`src/rtl/sfx_speaker_arbiter_pkg.sv`:
```
// Shared encodings for the speaker arbiter: FSM states, which double as the
// one-hot grant vector, plus the default shot length.
package sfx_speaker_arbiter_pkg;

  typedef enum logic [1:0] {
    ST_THEME = 2'b00,
    ST_SFX0  = 2'b01,
    ST_SFX1  = 2'b10
  } sfx_state_e;

  localparam int         SFX_FRAMES_DEF = 30;
  localparam logic [1:0] GRANT_NONE     = 2'b00;

  // Maps a player index to the state that grants that player the speaker.
  function automatic sfx_state_e sfx_state_of(input logic player);
    return player ? ST_SFX1 : ST_SFX0;
  endfunction

endpackage

```
`src/rtl/sfx_frame_timer.sv`:
```
// Frame down-counter for the active shot: load has priority over tick, and a
// decrement is blocked at zero so the count never wraps.
module sfx_frame_timer #(
  parameter int CNT_W = 8
) (
  input  logic             clk50mhz,
  input  logic             reset,
  input  logic             load,
  input  logic             tick,
  input  logic [CNT_W-1:0] load_val,
  output logic [CNT_W-1:0] cnt,
  output logic             zero,
  output logic             one
);

  logic [CNT_W-1:0] cnt_q;
  logic [CNT_W-1:0] cnt_d;

  always_comb begin
    cnt_d = cnt_q;
    if (load) begin
      cnt_d = load_val;
    end else if (tick && (cnt_q != '0)) begin
      cnt_d = cnt_q - 1'b1;
    end
  end

  always_ff @(posedge clk50mhz) begin
    if (reset) begin
      cnt_q <= '0;
    end else begin
      cnt_q <= cnt_d;
    end
  end

  assign cnt  = cnt_q;
  assign zero = (cnt_q == '0);
  assign one  = (cnt_q == CNT_W'(1));

endmodule

```
`src/rtl/sfx_speaker_arbiter.sv`:
```
// Shares the 1-bit speaker between the theme music and two players' gun
// tones; a shot owns the speaker for SFX_FRAMES frames, others queue one deep.
module sfx_speaker_arbiter
  import sfx_speaker_arbiter_pkg::*;
#(
  parameter int SFX_FRAMES = SFX_FRAMES_DEF,
  parameter int CNT_W      = 8
) (
  input  logic             clk50mhz,
  input  logic             reset,
  input  logic             frame_tick,
  input  logic [1:0]       shot_req,
  input  logic             theme_in,
  input  logic [1:0]       gun_in,
  output logic             sound,
  output logic [1:0]       grant,
  output logic [1:0]       pending,
  output logic [CNT_W-1:0] sfx_cnt
);

  localparam logic [CNT_W-1:0] LOAD_VAL = CNT_W'(SFX_FRAMES);

  sfx_state_e state_q, state_d;
  logic [1:0] pending_q, pending_d;
  logic       rr_last_q, rr_last_d;
  logic       sound_q, sound_d;

  logic       tmr_load;
  logic       tmr_tick;
  logic       tmr_zero;
  logic       tmr_one;
  logic       own_idx;
  logic       oth_idx;
  logic       expiring;

  assign own_idx  = (state_q == ST_SFX1);
  assign oth_idx  = ~own_idx;
  assign tmr_tick = frame_tick && (state_q != ST_THEME) && !tmr_zero;
  assign expiring = frame_tick && tmr_one;

  sfx_frame_timer #(
    .CNT_W (CNT_W)
  ) u_timer (
    .clk50mhz (clk50mhz),
    .reset    (reset),
    .load     (tmr_load),
    .tick     (tmr_tick),
    .load_val (LOAD_VAL),
    .cnt      (sfx_cnt),
    .zero     (tmr_zero),
    .one      (tmr_one)
  );

  always_comb begin
    state_d   = state_q;
    pending_d = pending_q;
    rr_last_d = rr_last_q;
    tmr_load  = 1'b0;
    case (state_q)
      ST_THEME: begin
        case (shot_req)
          2'b01: begin
            state_d  = ST_SFX0;
            tmr_load = 1'b1;
          end
          2'b10: begin
            state_d  = ST_SFX1;
            tmr_load = 1'b1;
          end
          2'b11: begin
            // Tie goes to the player who did not play last; the loser queues.
            state_d              = sfx_state_of(~rr_last_q);
            pending_d[rr_last_q] = 1'b1;
            tmr_load             = 1'b1;
          end
          default: ;
        endcase
      end
      ST_SFX0, ST_SFX1: begin
        if (shot_req[own_idx]) begin
          tmr_load = 1'b1;
          if (shot_req[oth_idx]) begin
            pending_d[oth_idx] = 1'b1;
          end
        end else if (expiring) begin
          rr_last_d = own_idx;
          // A fresh request from the other player on the expiry edge counts as pending.
          if (pending_q[oth_idx] || shot_req[oth_idx]) begin
            state_d            = sfx_state_of(oth_idx);
            pending_d[oth_idx] = 1'b0;
            tmr_load           = 1'b1;
          end else begin
            state_d = ST_THEME;
          end
        end else if (shot_req[oth_idx]) begin
          pending_d[oth_idx] = 1'b1;
        end
      end
      default: begin
        state_d = ST_THEME;
      end
    endcase
  end

  always_comb begin
    case (state_q)
      ST_SFX0: sound_d = gun_in[0];
      ST_SFX1: sound_d = gun_in[1];
      default: sound_d = theme_in;
    endcase
  end

  always_ff @(posedge clk50mhz) begin
    if (reset) begin
      state_q   <= ST_THEME;
      pending_q <= GRANT_NONE;
      rr_last_q <= 1'b1;
      sound_q   <= 1'b0;
    end else begin
      state_q   <= state_d;
      pending_q <= pending_d;
      rr_last_q <= rr_last_d;
      sound_q   <= sound_d;
    end
  end

  assign sound   = sound_q;
  assign grant   = state_q;
  assign pending = pending_q;

endmodule

```
`config.mk`:
```
export PLATFORM = sky130hd
export DESIGN_NAME = sfx_speaker_arbiter
export DESIGN_NICKNAME = d
export VERILOG_FILES = /design/src/rtl/sfx_speaker_arbiter_pkg.sv /design/src/rtl/sfx_frame_timer.sv /design/src/rtl/sfx_speaker_arbiter.sv
export SDC_FILE = /design/constraint.sdc
export NUM_CORES = 1
export LEC_CHECK = 0
export CORE_MARGIN = 3
export CORE_UTILIZATION = 25
export CTS_CLUSTER_DIAMETER = 60
export CTS_CLUSTER_SIZE = 12
export DETAILED_ROUTE_END_ITERATION = 16
export PLACE_DENSITY_LB_ADDON = 0.05
export SETUP_SLACK_MARGIN = 0.1
export SYNTH_ARGS = -nofsm -noshare
export SYNTH_HDL_FRONTEND = slang
export SYNTH_SLANG_ARGS = --single-unit
export TNS_END_PERCENT = 100
```
`constraint.sdc`:
```
create_clock -name clk50mhz -period 2.6 [get_ports clk50mhz]
set_input_delay 0.78 -clock clk50mhz [delete_from_list [all_inputs] [get_ports clk50mhz]]
set_output_delay 0.78 -clock clk50mhz [all_outputs]
set_load 0.01 [all_outputs]
```
==> flow_summary_export.csv, run 1 <==
group,metric,value,unit
timing,setup_viol,0,
die,die-area,4720,µm²
global_routing,met3_usage,1.94,%
timing,skew,0.00298,ns
cells_and_area,post-route-cell-area,1380,µm²
cells_and_area,final_util,37.1,%
setup_path,critical_path_arrival,2.52,ns
global_routing,grt_use_met2,20.5,%
clock_network,ctsHtreeMaxLevel,1,
yosys,synth_cell_type_count,34,
die,fp.dieH,68.7,µm
global_routing,grt_pass1_vias,956,
yosys,async_reset_ff_share,0,%
global_routing,antenna_found_initial,0,
yosys,synth_top_area_cell,"dfxtp_1",
power_and_ir_drop,p_leak,0.546,nW
die,start_util,26.4,%
cells_and_area,drive_above_1_share,16.3,%
yosys,syn_nets,133,
global_routing,grtUsageTotal,12.6,%
cells_and_area,fill_cells,419,
clock_network,clk_latency,0.25,ns
setup_path,crit_fanout,4,
die,core-area,3720,µm²
routing,routed_wl,2620,µm
timing,slew_viol_final,0,
cells_and_area,diodes,0,
place,dp_slack,-0.131,ns
place,dp_cells,191,
clock_network,cts_tree,"yes",
cells_and_area,stdcell_count,195,
yosys,synth_ff_type,"dfxtp_1",
routing,firstDrtPassIters,4,
global_routing,grt-busiest-layer,"met2",
routing,initialDrtViolationCount,21,
yosys,syn_area,982,µm²
timing,period_share,91.8,%
place,port_buffers,20,
run_status,outcome,"finished, final reports clean",
global_routing,grt_pass1_wl,4440,µm
clock_network,clock_path_buffers,2,
routing,drc,0,
power_and_ir_drop,total_power,1.49,mW
clock_network,clockRootBuffer,"clkbuf_8",
yosys,synth_edf_count,0,
die,pin_count,21,
timing,rsz0062_at_grt,"false",
global_routing,met1_usage,16.4,%
cells_and_area,synthToLayoutAreaGrowth,40.3,%
cells_and_area,nNetsFinal,167,
setup_path,crit_path_end_kind,"flip-flop",
timing,fin_ws,0.214,ns
timing,slew_headroom,54.8,%
clock_network,clock-sinks,14,
power_and_ir_drop,cellPowerDensity,1080,nW/µm²
routing,vias,930,
setup_path,critPathLaunchType,"primary input",
timing,worstMarginPinSlew,0.672,ns
yosys,ys_ff_latch,14,
timing,period_needed,2.39,ns
setup_path,crit_required,2.74,ns
routing,wl_per_cell,13.4,µm
flow_run,drv_cap,0,
yosys,synth_common_cells,"dfxtp_1, ha_1, inv_1, nor2_1, a21oi_1",
yosys,yosys_warnings,0,
yosys,syn_area_per_cell,8.62,µm²
yosys,synth_sequential_area_ratio,28.5,%
global_routing,grt_max_degree,12,
clock_network,cts_setup_buffers,0,
global_routing,gr-total-overflow,0,
place,place_congestion,0.736,
yosys,synth.area.top_cells,"dfxtp_1, ha_1, a21oi_1, mux2_2, inv_1",
routing,vias_per_cell,4.77,
timing,timing.fmax,419,MHz
timing,hold_viol,0,
die,die_w,68.7,µm
die,rows,22,
power_and_ir_drop,ir_drop,0.355,mV
place,place_area,1320,µm²
clock_network,clk_pin_slew,0.06,ns
routing,ant_nets,0,
yosys,synth_most_common_cell,"dfxtp_1",
setup_path,crit_type,"primary input to flip-flop",
hold_path,holdCritPathClass,"flip-flop to flip-flop",
setup_path,r2r_setup_slack,0.42,ns
clock_network,cts_buffers,3,
yosys,netlist.area_leader.share,28.5,%
yosys,syn_inst,114,
place,hpwlAfterDp,2060,µm
routing by layer:
layer  up-vias  part of all wire [%]
met5         -                     0
met3         4                   3.5
li1        473                     -
met4         0                   1.4
met2        17                    47
met1       436                    48
final timing paths:
kind / endpoint / start / depth (start not counted)
worst max-delay path: u_timer.cnt[6]$_SDFFE_PP0P_ / frame_tick / 7
worst max register to register: pending[1]$_SDFFE_PP0P_ / grant[0]$_SDFFE_PP0P_ / 7
worst min-delay path: pending[0]$_SDFFE_PP0P_ / pending[0]$_SDFFE_PP0P_ / 2
worst min register to register: pending[0]$_SDFFE_PP0P_ / pending[0]$_SDFFE_PP0P_ / 2
sequential cells by signal, summed over array words and instances (netlist names):
name and count:
u_timer.cnt 8, rr_last_q 1, grant 2, pending 2
sound 1
report_power, final:
part           internal [mW]  leakage [nW]  total, mW  switching, mW
clock                  0.134        0.0288      0.221         0.0865
combinational          0.463         0.403      0.900          0.437
sequential             0.284         0.115      0.371         0.0873
through the flow:
step           hold WS (ns)  TNS [ns]
2_1_floorplan         0.479         0
3_3_place_gp          0.524    -0.294
3_5_place_dp          0.528    -0.354
4_1_cts               0.540         0
5_1_grt               0.593         0
6_report              0.536         0
final cells by class:
cell class	count	area, µm²	share of cell area [%]
inverter	10	37.5	2.72
tap	48	60.1	4.36
sequential	14	280	20.3
timing repair buffer	31	283	20.5
multi-input combinational	88	662	48.0
clock buffer	4	55.1	4.00
cell usage in the layout (no fill, tap or decap), types with 4 or more instances in the layout:
master and n:
a21oi_1 9, buf_4 11, clkbuf_8 4, clkdlybuf4s50_1 20
dfxtp_1 14, ha_1 11, inv_1 10, mux2_2 4
nand2_1 6, nor2_1 10, nor2b_1 4, o21ai_0 4
xor2_1 4
cell families (layout without fill, tap and decap cells):
group | count (synthesis) | count (layout) | synth area share [%]
XOR/XNOR | 6 | 6 | 5.35
buffers and inverters | 12 | 45 | 4.71
AO/OA/AOI/OAI | 26 | 26 | 18.0
adder cells (fa/ha/maj) | 11 | 11 | 14.0
flip-flops | 14 | 14 | 28.5
AND/OR/NAND/NOR | 39 | 39 | 22.8
multiplexers | 6 | 6 | 6.62
worst max-delay path: stages:
cell and delay, ns:
clkdlybuf4s50_1 0.48, buf_4 0.12, nand3b_1 0.09, a211o_1 0.29, or4_2 0.55, xor2_1 0.16, nor2_1 0.05
timing repair:
item	in CTS	in global routing
endpoints found under the setup margin	0	4
hold buffers	0	0
resized for setup	0	1
Power figures use the tool's default switching activity.
==> run 2: changes to the inputs <==
--- a/config.mk
+++ b/config.mk
@@ -10,8 +10,9 @@
 export CTS_CLUSTER_DIAMETER = 60
 export CTS_CLUSTER_SIZE = 12
 export DETAILED_ROUTE_END_ITERATION = 16
+export HOLD_SLACK_MARGIN = 0.06
 export PLACE_DENSITY_LB_ADDON = 0.05
-export SETUP_SLACK_MARGIN = 0.1
+export REMOVE_ABC_BUFFERS = 1
 export SYNTH_ARGS = -nofsm -noshare
 export SYNTH_HDL_FRONTEND = slang
 export SYNTH_SLANG_ARGS = --single-unit
==> run 2 against run 1 <==
Net effect:
- cell count decreased by 1.5%
- design area decreased by 2.1%
- sequential cell count unchanged
- fmax decreased by 3.2%
- via count decreased by 3.2%
- critical path depth decreased by 1
- register-to-register slack got worse by 0.02 ns
==> flow_summary_export.csv, run 2 (same netlist as run 1, synthesis figures left out) <==
group,metric,value,unit
run_status,outcome,"finished, final reports clean",
timing,rsz0062_at_grt,"false",
setup_path,crit_required,2.72,ns
cells_and_area,final_util,36.3,%
cells_and_area,fill_cells,416,
timing,setup_viol,0,
setup_path,crit_fanout,2,
die,rows,22,
clock_network,ctsHtreeMaxLevel,1,
setup_path,critical_path.max_stage_delay,0.50,ns
timing,worstMarginPinSlew,0.702,ns
routing,drc,0,
clock_network,clock_path_buffers,2,
global_routing,grtUsageTotal,12.9,%
flow_run,drv_cap,0,
routing,ant_nets,0,
routing,vias,900,
cells_and_area,final_cell_mix,"clkdlybuf4s50_1, dfxtp_1, ha_1",
setup_path,critical_path_arrival,2.58,ns
global_routing,antenna_found_initial,0,
routing,routed_wl,2630,µm
cells_and_area,multiInputGateArea,662,µm²
clock_network,cts_buffers,3,
timing,holdWs,0.551,ns
setup_path,path_buf_inv,1,
clock_network,ctsHoldBuffers,0,
timing,slew_headroom,52.8,%
cells_and_area,largest_register_ffs,8,
clock_network,clk_pin_slew,0.07,ns
clock_network,clockRootBuffer,"clkbuf_8",
die,die-area,4720,µm²
setup_path,crit_type,"primary input to flip-flop",
timing,period_needed,2.46,ns
clock_network,cts_tree,"yes",
setup_path,critPathLaunchType,"primary input",
timing,skew,0.00570,ns
power_and_ir_drop,ir_drop,0.432,mV
place,dp_slack,-0.165,ns
cells_and_area,drive_above_1_share,14.6,%
setup_path,crit_family,"simple AND/OR/NAND/NOR gates",
die,die_w,68.7,µm
cells_and_area,final_common_cell,"clkdlybuf4s50_1",
global_routing,grt_max_degree,11,
timing,timing.fmax,406,MHz
routing,firstDrtPassIters,4,
routing,vias_per_cell,4.69,
global_routing,grt_pass1_wl,4430,µm
clock_network,clk_latency,0.25,ns
place,place_congestion,0.797,
power_and_ir_drop,cellPowerDensity,1050,nW/µm²
global_routing,gr-total-overflow,0,
die,fp.dieH,68.7,µm
timing,hold_viol,0,
cells_and_area,nNetsFinal,165,
routing,wl_per_cell,13.7,µm
hold_path,holdCritPathClass,"flip-flop to flip-flop",
die,start_util,26.4,%
global_routing,grt_pass1_vias,922,
place,hpwlAfterDp,2040,µm
die,pin_count,21,
timing,period_share,94.8,%
routing,initialDrtViolationCount,44,
cells_and_area,synthToLayoutAreaGrowth,37.3,%
power_and_ir_drop,p_leak,0.531,nW
setup_path,cp_slowest_cell,"or4bb_1",
die,core-area,3720,µm²
setup_path,cp_cell_sequence,"clkdlybuf4s50_1 -> or4bb_1 -> or4_4 -> a21o_1 -> a21oi_1 -> a311oi_1",
setup_path,crit_path_end_kind,"flip-flop",
clock_network,clock-sinks,14,
timing,fin_ws,0.136,ns
place,port_buffers,20,
cells_and_area,diodes,0,
cells_and_area,register_area,280,µm²
timing,slew_viol_final,0,
==> run 2: cell count changes in the layout (fill, tap and decap cells not counted) <==
cell / previous run / this run
buf_4: 11 / 9
clkbuf_8: 4 / 3
==> run 2: path summary, 6_finish.rpt <==
kind / cells after the start / slack (ns) / from / end
setup / recovery: 6 / 0.14 / frame_tick / pending[1]$_SDFFE_PP0P_
hold / removal: 2 / 0.55 / pending[0]$_SDFFE_PP0P_ / pending[0]$_SDFFE_PP0P_
hold reg to reg: 2 / 0.55 / pending[0]$_SDFFE_PP0P_ / pending[0]$_SDFFE_PP0P_
setup reg to reg: 6 / 0.40 / grant[1]$_SDFFE_PP0P_ / pending[1]$_SDFFE_PP0P_
==> run 2: cell type report <==
class                   count  share of cell area [%]
multi-input cells          88                    49.1
clock buffers               3                    3.06
inverters                  10                    2.78
repair buffers             29                    19.9
flip-flops and latches     14                    20.8
well taps                  48                    4.45
==> run 2: power breakdown <==
| group | leakage [nW] | internal [mW] | total, mW | switching, mW |
|---|---|---|---|---|
| clock | 0.0216 | 0.103 | 0.187 | 0.0839 |
| combinational | 0.394 | 0.427 | 0.853 | 0.425 |
| sequential | 0.115 | 0.284 | 0.375 | 0.0913 |
| total | 0.531 | 0.814 | 1.41 | 0.600 |
==> run 2: tightest hold or removal path: stages (launching register included) <==
cell and delay (ns):
dfxtp_1 0.33, a21oi_1 0.12, a211oi_1 0.06
==> run 2: stage by stage <==
| step | TNS, ns | std cells | area [µm²] | power, mW |
|---|---|---|---|---|
| after floorplan | 0 | 112 | 973 | 0.888 |
| after global placement | -0.267 | 189 | 1300 | 1.23 |
| after detailed placement | -0.366 | 189 | 1300 | 1.23 |
| after CTS | 0 | 192 | 1340 | 1.42 |
| after global routing | 0 | 192 | 1350 | 1.54 |
| final | 0 | 192 | 1350 | 1.41 |
==> run 2: layer usage <==
metal / global-route usage, % / part of all wire [%] / up-vias
li1: - / - / 466
met1: 15.8 / 47 / 419
met2: 21.9 / 48 / 13
met3: 3.89 / 3.6 / 2
met4: 2.98 / 0.65 / 0
met5: 0 / 0 / -
==> run 2: repair_timing <==
item / CTS / global route
setup endpoints to repair: 0 / 1
setup buffers: 0 / 0
resized for setup: 0 / 1
hold endpoints to repair: 0 / 0
==> run 3: changes to the inputs <==
--- a/config.mk
+++ b/config.mk
@@ -5,8 +5,9 @@
 export SDC_FILE = /design/constraint.sdc
 export NUM_CORES = 1
 export LEC_CHECK = 0
+export CAP_MARGIN = 20
 export CORE_MARGIN = 3
-export CORE_UTILIZATION = 25
+export CORE_UTILIZATION = 38
 export CTS_CLUSTER_DIAMETER = 60
 export CTS_CLUSTER_SIZE = 12
 export DETAILED_ROUTE_END_ITERATION = 16
==> run 3 against run 2 <==
Net effect:
- via count up 1.1%
- combinational power down 3.5%
- register-to-register slack worse by 0.06 ns
- non-clock buffer count down 1
- hold slack worse by 0.0087 ns
- routed wire length down 14%
- first-iteration DRC count down 77%
- power down 4.6%
- cell count down 10%
- design area down 3.2%
- fmax up 0.96%
- largest cell class unchanged
- highest routed layer unchanged
==> flow_summary_export.csv, run 3 (same netlist as run 1, synthesis figures left out) <==
group,metric,value,unit
run_status,outcome,"finished, final reports clean",
setup_path,r2r-start,"grant[0]$_SDFFE_PP0P_",
cells_and_area,fill_cells,230,
die,die-area,3230,µm²
die,die_w,56.8,µm
timing,fin_ws,0.160,ns
routing,vias_per_cell,5.29,
cells_and_area,multiInputGateArea,656,µm²
place,dp_cells,168,
timing,holdWs,0.542,ns
cells_and_area,drive_above_1_share,13.9,%
cells_and_area,nNetsFinal,164,
timing,rsz0062_at_grt,"false",
global_routing,antenna_found_initial,0,
clock_network,clk_pin_slew,0.09,ns
cells_and_area,largest_register_ffs,8,
setup_path,ff2ff_path_depth,8,
global_routing,grtUsageTotal,14.7,%
routing,vias,910,
clock_network,clock-sinks,14,
die,rows,17,
flow_run,drv_cap,0,
die,fp.dieH,56.8,µm
clock_network,ctsHtreeMaxLevel,1,
timing,hold_viol,0,
clock_network,clockRootBuffer,"clkbuf_4",
power_and_ir_drop,cellPowerDensity,1030,nW/µm²
cells_and_area,register_area,280,µm²
clock_network,cts_setup_buffers,0,
place,hpwlAfterDp,1800,µm
power_and_ir_drop,p_comb_share,61.0,%
routing,firstDrtPassIters,4,
place,place_congestion,0.832,
power_and_ir_drop,p_leak,0.523,nW
hold_path,holdCritPathClass,"flip-flop to flip-flop",
clock_network,ctsHoldBuffers,0,
clock_network,cts_buffers,3,
setup_path,critPathLaunchType,"primary input",
routing,routed_wl,2260,µm
power_and_ir_drop,sw_frac_of_total,41.9,%
cells_and_area,diodes,0,
clock_network,clock_path_buffers,2,
die,start_util,42.0,%
timing,setup_viol,0,
clock_network,clk_latency,0.28,ns
routing,initialDrtViolationCount,10,
timing,period_share,93.9,%
power_and_ir_drop,pwr-share-seq,27.2,%
clock_network,cts_tree,"yes",
cells_and_area,synthToLayoutAreaGrowth,32.9,%
setup_path,crit_fanout,2,
place,port_buffers,20,
timing,period_needed,2.44,ns
routing,ant_nets,0,
place,place_area,1270,µm²
timing,worstMarginPinSlew,0.634,ns
setup_path,critical_path_arrival,2.59,ns
routing,drc,0,
die,core-area,2340,µm²
clock_network,cts_resized,0,
global_routing,grt_pass1_vias,844,
setup_path,crit_required,2.75,ns
routing,wl_per_cell,13.2,µm
cells_and_area,final_common_cell,"clkdlybuf4s50_1",
power_and_ir_drop,p_int,783,µW
power_and_ir_drop,p_clk_share,11.8,%
global_routing,grt_max_degree,12,
global_routing,grt_pass1_wl,3770,µm
cells_and_area,final_cell_mix,"clkdlybuf4s50_1, dfxtp_1, ha_1",
setup_path,cp-startpoint,"frame_tick",
cells_and_area,post-route-cell-area,1310,µm²
place,dp_slack,-0.142,ns
die,pin_count,21,
setup_path,setup.worst_path.end,"pending[1]$_SDFFE_PP0P_",
setup_path,rr_endpoint,"pending[1]$_SDFFE_PP0P_",
setup_path,crit_path_end_kind,"flip-flop",
hold_path,holdPathStages,2,
power_and_ir_drop,power.switching,566,µW
timing,setup_tns,0,ns
timing,slew_headroom,57.3,%
global_routing,gr-total-overflow,0,
power_and_ir_drop,total_power,1.35,mW
cells_and_area,final_util,55.8,%
cells_and_area,stdcell_count,172,
timing,skew,0.00221,ns
setup_path,r2r_setup_slack,0.34,ns
setup_path,crit_type,"primary input to flip-flop",
timing,timing.fmax,410,MHz
power_and_ir_drop,ir_drop,0.565,mV
timing,slew_viol_final,0,
-- run 3: routing by layer --
| metal | up-vias | share of wire [%] | global-route usage (%) |
|---|---|---|---|
| li1 | 474 | - | - |
| met1 | 412 | 53 | 20.4 |
| met2 | 20 | 40 | 21.9 |
| met3 | 4 | 5.3 | 5.06 |
| met4 | 0 | 1.3 | 2.98 |
| met5 | - | 0 | 0 |
-- run 3: worst min-delay path by stage --
stage	from	endpoint	slack [ns]
5_1_grt	pending[0]$_SDFFE_PP0P_	pending[0]$_SDFFE_PP0P_	0.58
6_report	pending[0]$_SDFFE_PP0P_	pending[0]$_SDFFE_PP0P_	0.54
2_1_floorplan	rr_last_q$_SDFFE_PP1P_	rr_last_q$_SDFFE_PP1P_	0.48
3_5_place_dp	pending[0]$_SDFFE_PP0P_	pending[0]$_SDFFE_PP0P_	0.53
4_1_cts	pending[0]$_SDFFE_PP0P_	pending[0]$_SDFFE_PP0P_	0.54
3_3_place_gp	pending[0]$_SDFFE_PP0P_	pending[0]$_SDFFE_PP0P_	0.51
-- run 3: area by class of cell --
type / instances / share of cell area (%)
multi-input cells: 88 / 50.2
flip-flops and latches: 14 / 21.5
repair buffers: 28 / 19.9
inverters: 10 / 2.88
clock buffers: 4 / 2.78
well taps: 28 / 2.68
-- run 3: critical path, stage by stage --
cell and delay (ns):
clkdlybuf4s50_1 0.48, or4bb_1 0.50, or4_4 0.43, a21o_1 0.19, a21oi_1 0.14, a311oi_1 0.06
-- run 3: power groups by stage --
| stage | combinational (mW) | clock, mW | sequential, mW |
|---|---|---|---|
| global placement | 0.818 | 0 | 0.372 |
| CTS | 0.825 | 0.170 | 0.369 |
| floorplan | 0.497 | 0 | 0.391 |
| detailed placement | 0.821 | 0 | 0.373 |
| finish | 0.823 | 0.159 | 0.367 |
| global route | 0.910 | 0.177 | 0.385 |
==> RTL edit 1: new RTL, flow settings as in run 1 <==
`CNT_W` is set to 8 in 2 places; all go to 6.
--- a/src/rtl/sfx_frame_timer.sv
+++ b/src/rtl/sfx_frame_timer.sv
@@ -1,7 +1,7 @@
 // Frame down-counter for the active shot: load has priority over tick, and a
 // decrement is blocked at zero so the count never wraps.
 module sfx_frame_timer #(
-  parameter int CNT_W = 8
+  parameter int CNT_W = 6
 ) (
   input  logic             clk50mhz,
   input  logic             reset,
--- a/src/rtl/sfx_speaker_arbiter.sv
+++ b/src/rtl/sfx_speaker_arbiter.sv
@@ -4,7 +4,7 @@
   import sfx_speaker_arbiter_pkg::*;
 #(
   parameter int SFX_FRAMES = SFX_FRAMES_DEF,
-  parameter int CNT_W      = 8
+  parameter int CNT_W      = 6
 ) (
   input  logic             clk50mhz,
   input  logic             reset,
Ports: changed (resized sfx_cnt); port bits go from 21 to 19. The function was not compared with the original's and may differ.
==> RTL edit 1 against run 1 <==
- routed wire length is 1.1% lower
- area after synthesis is 7.4% lower
- design area is 11% lower
- power is 15% lower
- via count is 2.5% lower
- sequential cell count is 2 lower
- final cell count is 8.2% lower
- worst setup slack better by 0.099 ns
==> RTL edit 1: results (changes against run 1) <==
- Net count of the mapped netlist: 123 (was 133)
- Worst IR Drop VDD: 306 µV (was 355 µV)
- Routed vias: 907 (was 930)
- Layout Nets: 153 (was 167)
- Largest register FFs: 6 (was 8)
- Post-detailed-placement half-perimeter wirelength: 2020 µm (was 2060 µm)
- Ranking of synthesized cells by area: sky130_fd_sc_hd__dfxtp_1 (26%), sky130_fd_sc_hd__ha_1 (14%), sky130_fd_sc_hd__inv_1 (4.5%) (was sky130_fd_sc_hd__dfxtp_1 (29%), sky130_fd_sc_hd__ha_1 (14%), sky130_fd_sc_hd__a21oi_1 (4.6%))
- Vias in the first global route: 959 (was 956)
- F_max: 0.437 GHz (was 0.419 GHz)
- Post-CTS setup buffer count: 0 (unchanged)
- Post-Route Hold Slack: 0.527 ns (was 0.536 ns)
- Outcome: finished, final reports clean (unchanged)
- Synth cell count leaders: sky130_fd_sc_hd__dfxtp_1 (12), sky130_fd_sc_hd__inv_1 (11), sky130_fd_sc_hd__ha_1 (10) (was sky130_fd_sc_hd__dfxtp_1 (14), sky130_fd_sc_hd__ha_1 (11), sky130_fd_sc_hd__inv_1 (10), sky130_fd_sc_hd__nor2_1 (10), sky130_fd_sc_hd__a21oi_1 (9))
- Synth Instances: 105 (was 114)
- First-pass GRT wire length: 4350 µm (was 4440 µm)
- Critical Path Fanout Max: 5 (was 4)
- Dominant delay contributor by cell family on the critical path: buffers and inverters (was simple AND/OR/NAND/NOR gates)
- Root buffer selected by CTS: sky130_fd_sc_hd__clkbuf_4 (was sky130_fd_sc_hd__clkbuf_8)
- Average wire per cell in the routed design: 14.5 µm (was 13.4 µm)
- Static leakage: 0.471 nW (was 0.546 nW)
- Drt first-iter violations: 38 (was 21)
- Placer Congestion: 0.776 (was 0.736)
- Final standard cell count with taps included and fillers excluded: 179 (was 195)
- Slowest cell on crit path: sky130_fd_sc_hd__clkdlybuf4s50_1 (was sky130_fd_sc_hd__or4_2)
- Clk_skew: 0.00252 ns (was 0.00298 ns)
- Share of the yosys chip area belonging to registers: 26.4% (was 28.5%)
- Global Route Usage Sum: 13.0% (was 12.6%)
- Critical path data arrival time: 2.48 ns (was 2.52 ns)
- Fraction of final layout cells with drive strength greater than 1: 12.0% (was 16.3%)
- Slack of the worst reg-to-reg path: 0.63 ns (was 0.42 ns)
- Pre-CTS worst setup slack: 0.0222 ns (was -0.131 ns)
- Pin count of the biggest net entering global routing: 11 (was 12)
- Number of CTS-inserted buffers: 3 (unchanged)
- Post-CTS sizing: 0 (unchanged)
- Distinct cell type count of the synthesized netlist: 40 (was 34)
- Clock slew at the register clock pins of the worst setup and hold paths: 0.09 ns (was 0.06 ns)
- Number of fill cells in the layout: 376 (was 419)
- Relative slew slack: 64.4% (was 54.8%)
- Port Buffer Count: 18 (was 20)
- Clock network latency to the later pin of the worst-skew pair: 0.28 ns (was 0.25 ns)
## RTL edit 1: metal layers
layer  global-route usage (%)  wire length (µm)  up-vias
li1                         -                 -      454
met1                     15.0              1170      442
met2                     23.9              1350        9
met3                     2.55                55        2
met4                     3.81                17        0
met5                        0                 0        -
## RTL edit 1: cells by family after synthesis
group | after synthesis | share of synthesized area (%)
AO/OA/AOI/OAI | 33 | 26.7
XOR/XNOR | 4 | 3.85
adder cells (fa/ha/maj) | 10 | 13.8
buffers and inverters | 13 | 5.36
flip-flops | 12 | 26.4
multiplexers | 3 | 3.44
AND/OR/NAND/NOR | 30 | 20.5
## RTL edit 1: final cells by class
cell class / count / area (µm²) / area share, %
clock buffers: 3 / 22.5 / 1.83
inverters: 11 / 41.3 / 3.36
multi-input cells: 80 / 621 / 50.5
flip-flops and latches: 12 / 240 / 19.5
well taps: 46 / 57.6 / 4.68
repair buffers: 27 / 248 / 20.1
## RTL edit 1: per-stage QoR
step,utilization [%],instance area (µm²)
6_report,36.0,1230
5_1_grt,36.0,1230
4_1_cts,36.0,1230
3_5_place_dp,35.3,1210
3_3_place_gp,35.3,1210
2_1_floorplan,-,910
## RTL edit 1: where the power goes
group / leakage [nW] / internal [W] / switching (W)
Clock: 0.0138 / 0.0000536 / 0.0000715
Combinational: 0.358 / 0.000397 / 0.000402
Sequential: 0.0994 / 0.000258 / 0.0000924
## RTL edit 1: final timing paths
path / depth (start not counted) / start / to
max reg2reg: 6 / grant[0]$_SDFFE_PP0P_ / grant[0]$_SDFFE_PP0P_
min reg2reg: 2 / rr_last_q$_SDFFE_PP1P_ / rr_last_q$_SDFFE_PP1P_
min: 2 / rr_last_q$_SDFFE_PP1P_ / rr_last_q$_SDFFE_PP1P_
max: 7 / shot_req[0] / grant[0]$_SDFFE_PP0P_
==> RTL edit 2: new RTL, flow settings as in run 1 <==
Made on the original files. Make the reset (`reset`) asynchronous in 2 clocked blocks.
--- a/src/rtl/sfx_frame_timer.sv
+++ b/src/rtl/sfx_frame_timer.sv
@@ -25,7 +25,7 @@
     end
   end
 
-  always_ff @(posedge clk50mhz) begin
+  always_ff @(posedge clk50mhz or posedge reset) begin
     if (reset) begin
       cnt_q <= '0;
     end else begin
--- a/src/rtl/sfx_speaker_arbiter.sv
+++ b/src/rtl/sfx_speaker_arbiter.sv
@@ -110,7 +110,7 @@
     endcase
   end
 
-  always_ff @(posedge clk50mhz) begin
+  always_ff @(posedge clk50mhz or posedge reset) begin
     if (reset) begin
       state_q   <= ST_THEME;
       pending_q <= GRANT_NONE;
Function: differs if reset is asserted again (counterexample within 4 cycles, from zero or initial values and one cycle with reset high); with reset held inactive, the same outputs for 10 cycles.
==> RTL edit 2 against run 1 <==
- design area shrank 0.82%
- clock power decreased by 4%
- sequential cell count did not move
- routed wire length shrank 4.3%
- area after synthesis is 5.9% higher
- combinational power fell by 25%
- worst setup slack better by 0.076 ns
- power is 19% lower
- critical endpoint is now u_timer.cnt[1]$_DFFE_PP0P_
- largest power group unchanged
==> RTL edit 2: results (changes against run 1) <==
- Critical path data arrival time: 2.41 ns (was 2.52 ns)
- Register share of the cell area: 25.7% (was 20.3%)
- Worst reg2reg startpoint: grant[0]$_DFFE_PP0P_ (was grant[0]$_SDFFE_PP0P_)
- Synth cell count leaders: sky130_fd_sc_hd__dfrtp_1 (13), sky130_fd_sc_hd__ha_1 (11), sky130_fd_sc_hd__inv_1 (11), sky130_fd_sc_hd__nor2_1 (11), sky130_fd_sc_hd__nand2_1 (8) (was sky130_fd_sc_hd__dfxtp_1 (14), sky130_fd_sc_hd__ha_1 (11), sky130_fd_sc_hd__inv_1 (10), sky130_fd_sc_hd__nor2_1 (10), sky130_fd_sc_hd__a21oi_1 (9))
- Switching share of power: 41.3% (was 41.0%)
- Global Route Usage Sum: 11.1% (was 12.6%)
- Vias per inst: 4.78 (was 4.77)
- Synthesized area per cell: 9.63 µm² (was 8.62 µm²)
- Shortest period the worst path allows: 2.31 ns (was 2.39 ns)
- Number of cells on the worst hold path: 1 (was 2)
- Post-Route Hold Slack: 0.545 ns (was 0.536 ns)
- Count of buffers not belonging to the clock network in the layout: 22 (was 31)
- Final standard cell count with taps included and fillers excluded: 181 (was 195)
- Static leakage: 0.578 nW (was 0.546 nW)
- Ranking of synthesized cells by area: sky130_fd_sc_hd__dfrtp_1 (31%), sky130_fd_sc_hd__ha_1 (13%), sky130_fd_sc_hd__mux2_2 (4.3%) (was sky130_fd_sc_hd__dfxtp_1 (29%), sky130_fd_sc_hd__ha_1 (14%), sky130_fd_sc_hd__a21oi_1 (4.6%))
- HP Start: pending[1]$_DFFE_PP0P_ (was pending[0]$_SDFFE_PP0P_)
- Final cell utilization of the core: 35.7% (was 37.1%)
- Worst IR Drop VDD: 433 µV (was 355 µV)
- Slowest cell on crit path: sky130_fd_sc_hd__clkdlybuf4s50_1 (was sky130_fd_sc_hd__or4_2)
- Outcome: finished, final reports clean (unchanged)
- Critical Path Fanout Max: 5 (was 4)
- Clk_skew: 0.00182 ns (was 0.00298 ns)
- Dominant delay contributor by cell family on the critical path: compound AO/OA/AOI/OAI gates (was simple AND/OR/NAND/NOR gates)
- Placer Congestion: 0.789 (was 0.736)
- Layout Nets: 153 (was 167)
- Stage delay of the slowest cell on the critical path: 0.48 ns (was 0.55 ns)
- Net count of the mapped netlist: 127 (was 133)
- First-pass GRT wire length: 4350 µm (was 4440 µm)
- Relative slew slack: 59.8% (was 54.8%)
- Post-detailed-placement half-perimeter wirelength: 1930 µm (was 2060 µm)
- Wirelength, routed: 2510 µm (was 2620 µm)
- Inverter count of the layout excluding clock inverters: 11 (was 10)
- Pre-CTS worst setup slack: 0.0366 ns (was -0.131 ns)
- Non-clock buffer contribution to total cell area: 15.8% (was 20.5%)
- Number of multi-input combinational cells: 82 (was 88)
- Portion of the layout cell area used by clock cells: 4.03% (was 4.00%)
- Area after DPL: 0.00131 mm² (was 0.00132 mm²)
- Pin count of the biggest net entering global routing: 15 (was 12)
[RTL edit 2: kinds of logic (layout without fill, tap and decap cells)]
logic type | Yosys count | in the layout | synth area share [%]
AOI/OAI and AO/OA | 23 | 23 | 16.8
xor gates and xnor gates | 7 | 7 | 5.90
adders and majority gates | 11 | 11 | 13.2
buffers and inverters | 12 | 37 | 4.33
DFF | 14 | 14 | 33.8
muxes | 5 | 5 | 5.78
and+or+nand+nor | 36 | 36 | 20.1
[RTL edit 2: routing by layer]
metal  share of wire (%)  global-route usage, %  vias to the layer above
met5                   0                      0                        -
li1                    -                      -                      433
met4                0.76                   2.55                        0
met3                 7.5                   4.46                        2
met2                  44                   16.1                       23
met1                  48                   15.2                      408
[RTL edit 2: power groups by stage]
stage	clock (W)	sequential [W]	combinational (W)
global placement	0	0.000329	0.000682
detailed placement	0	0.000329	0.000680
floorplan	0	0.000336	0.000440
global route	0.000235	0.000334	0.000766
finish	0.000212	0.000324	0.000674
CTS	0.000223	0.000325	0.000688
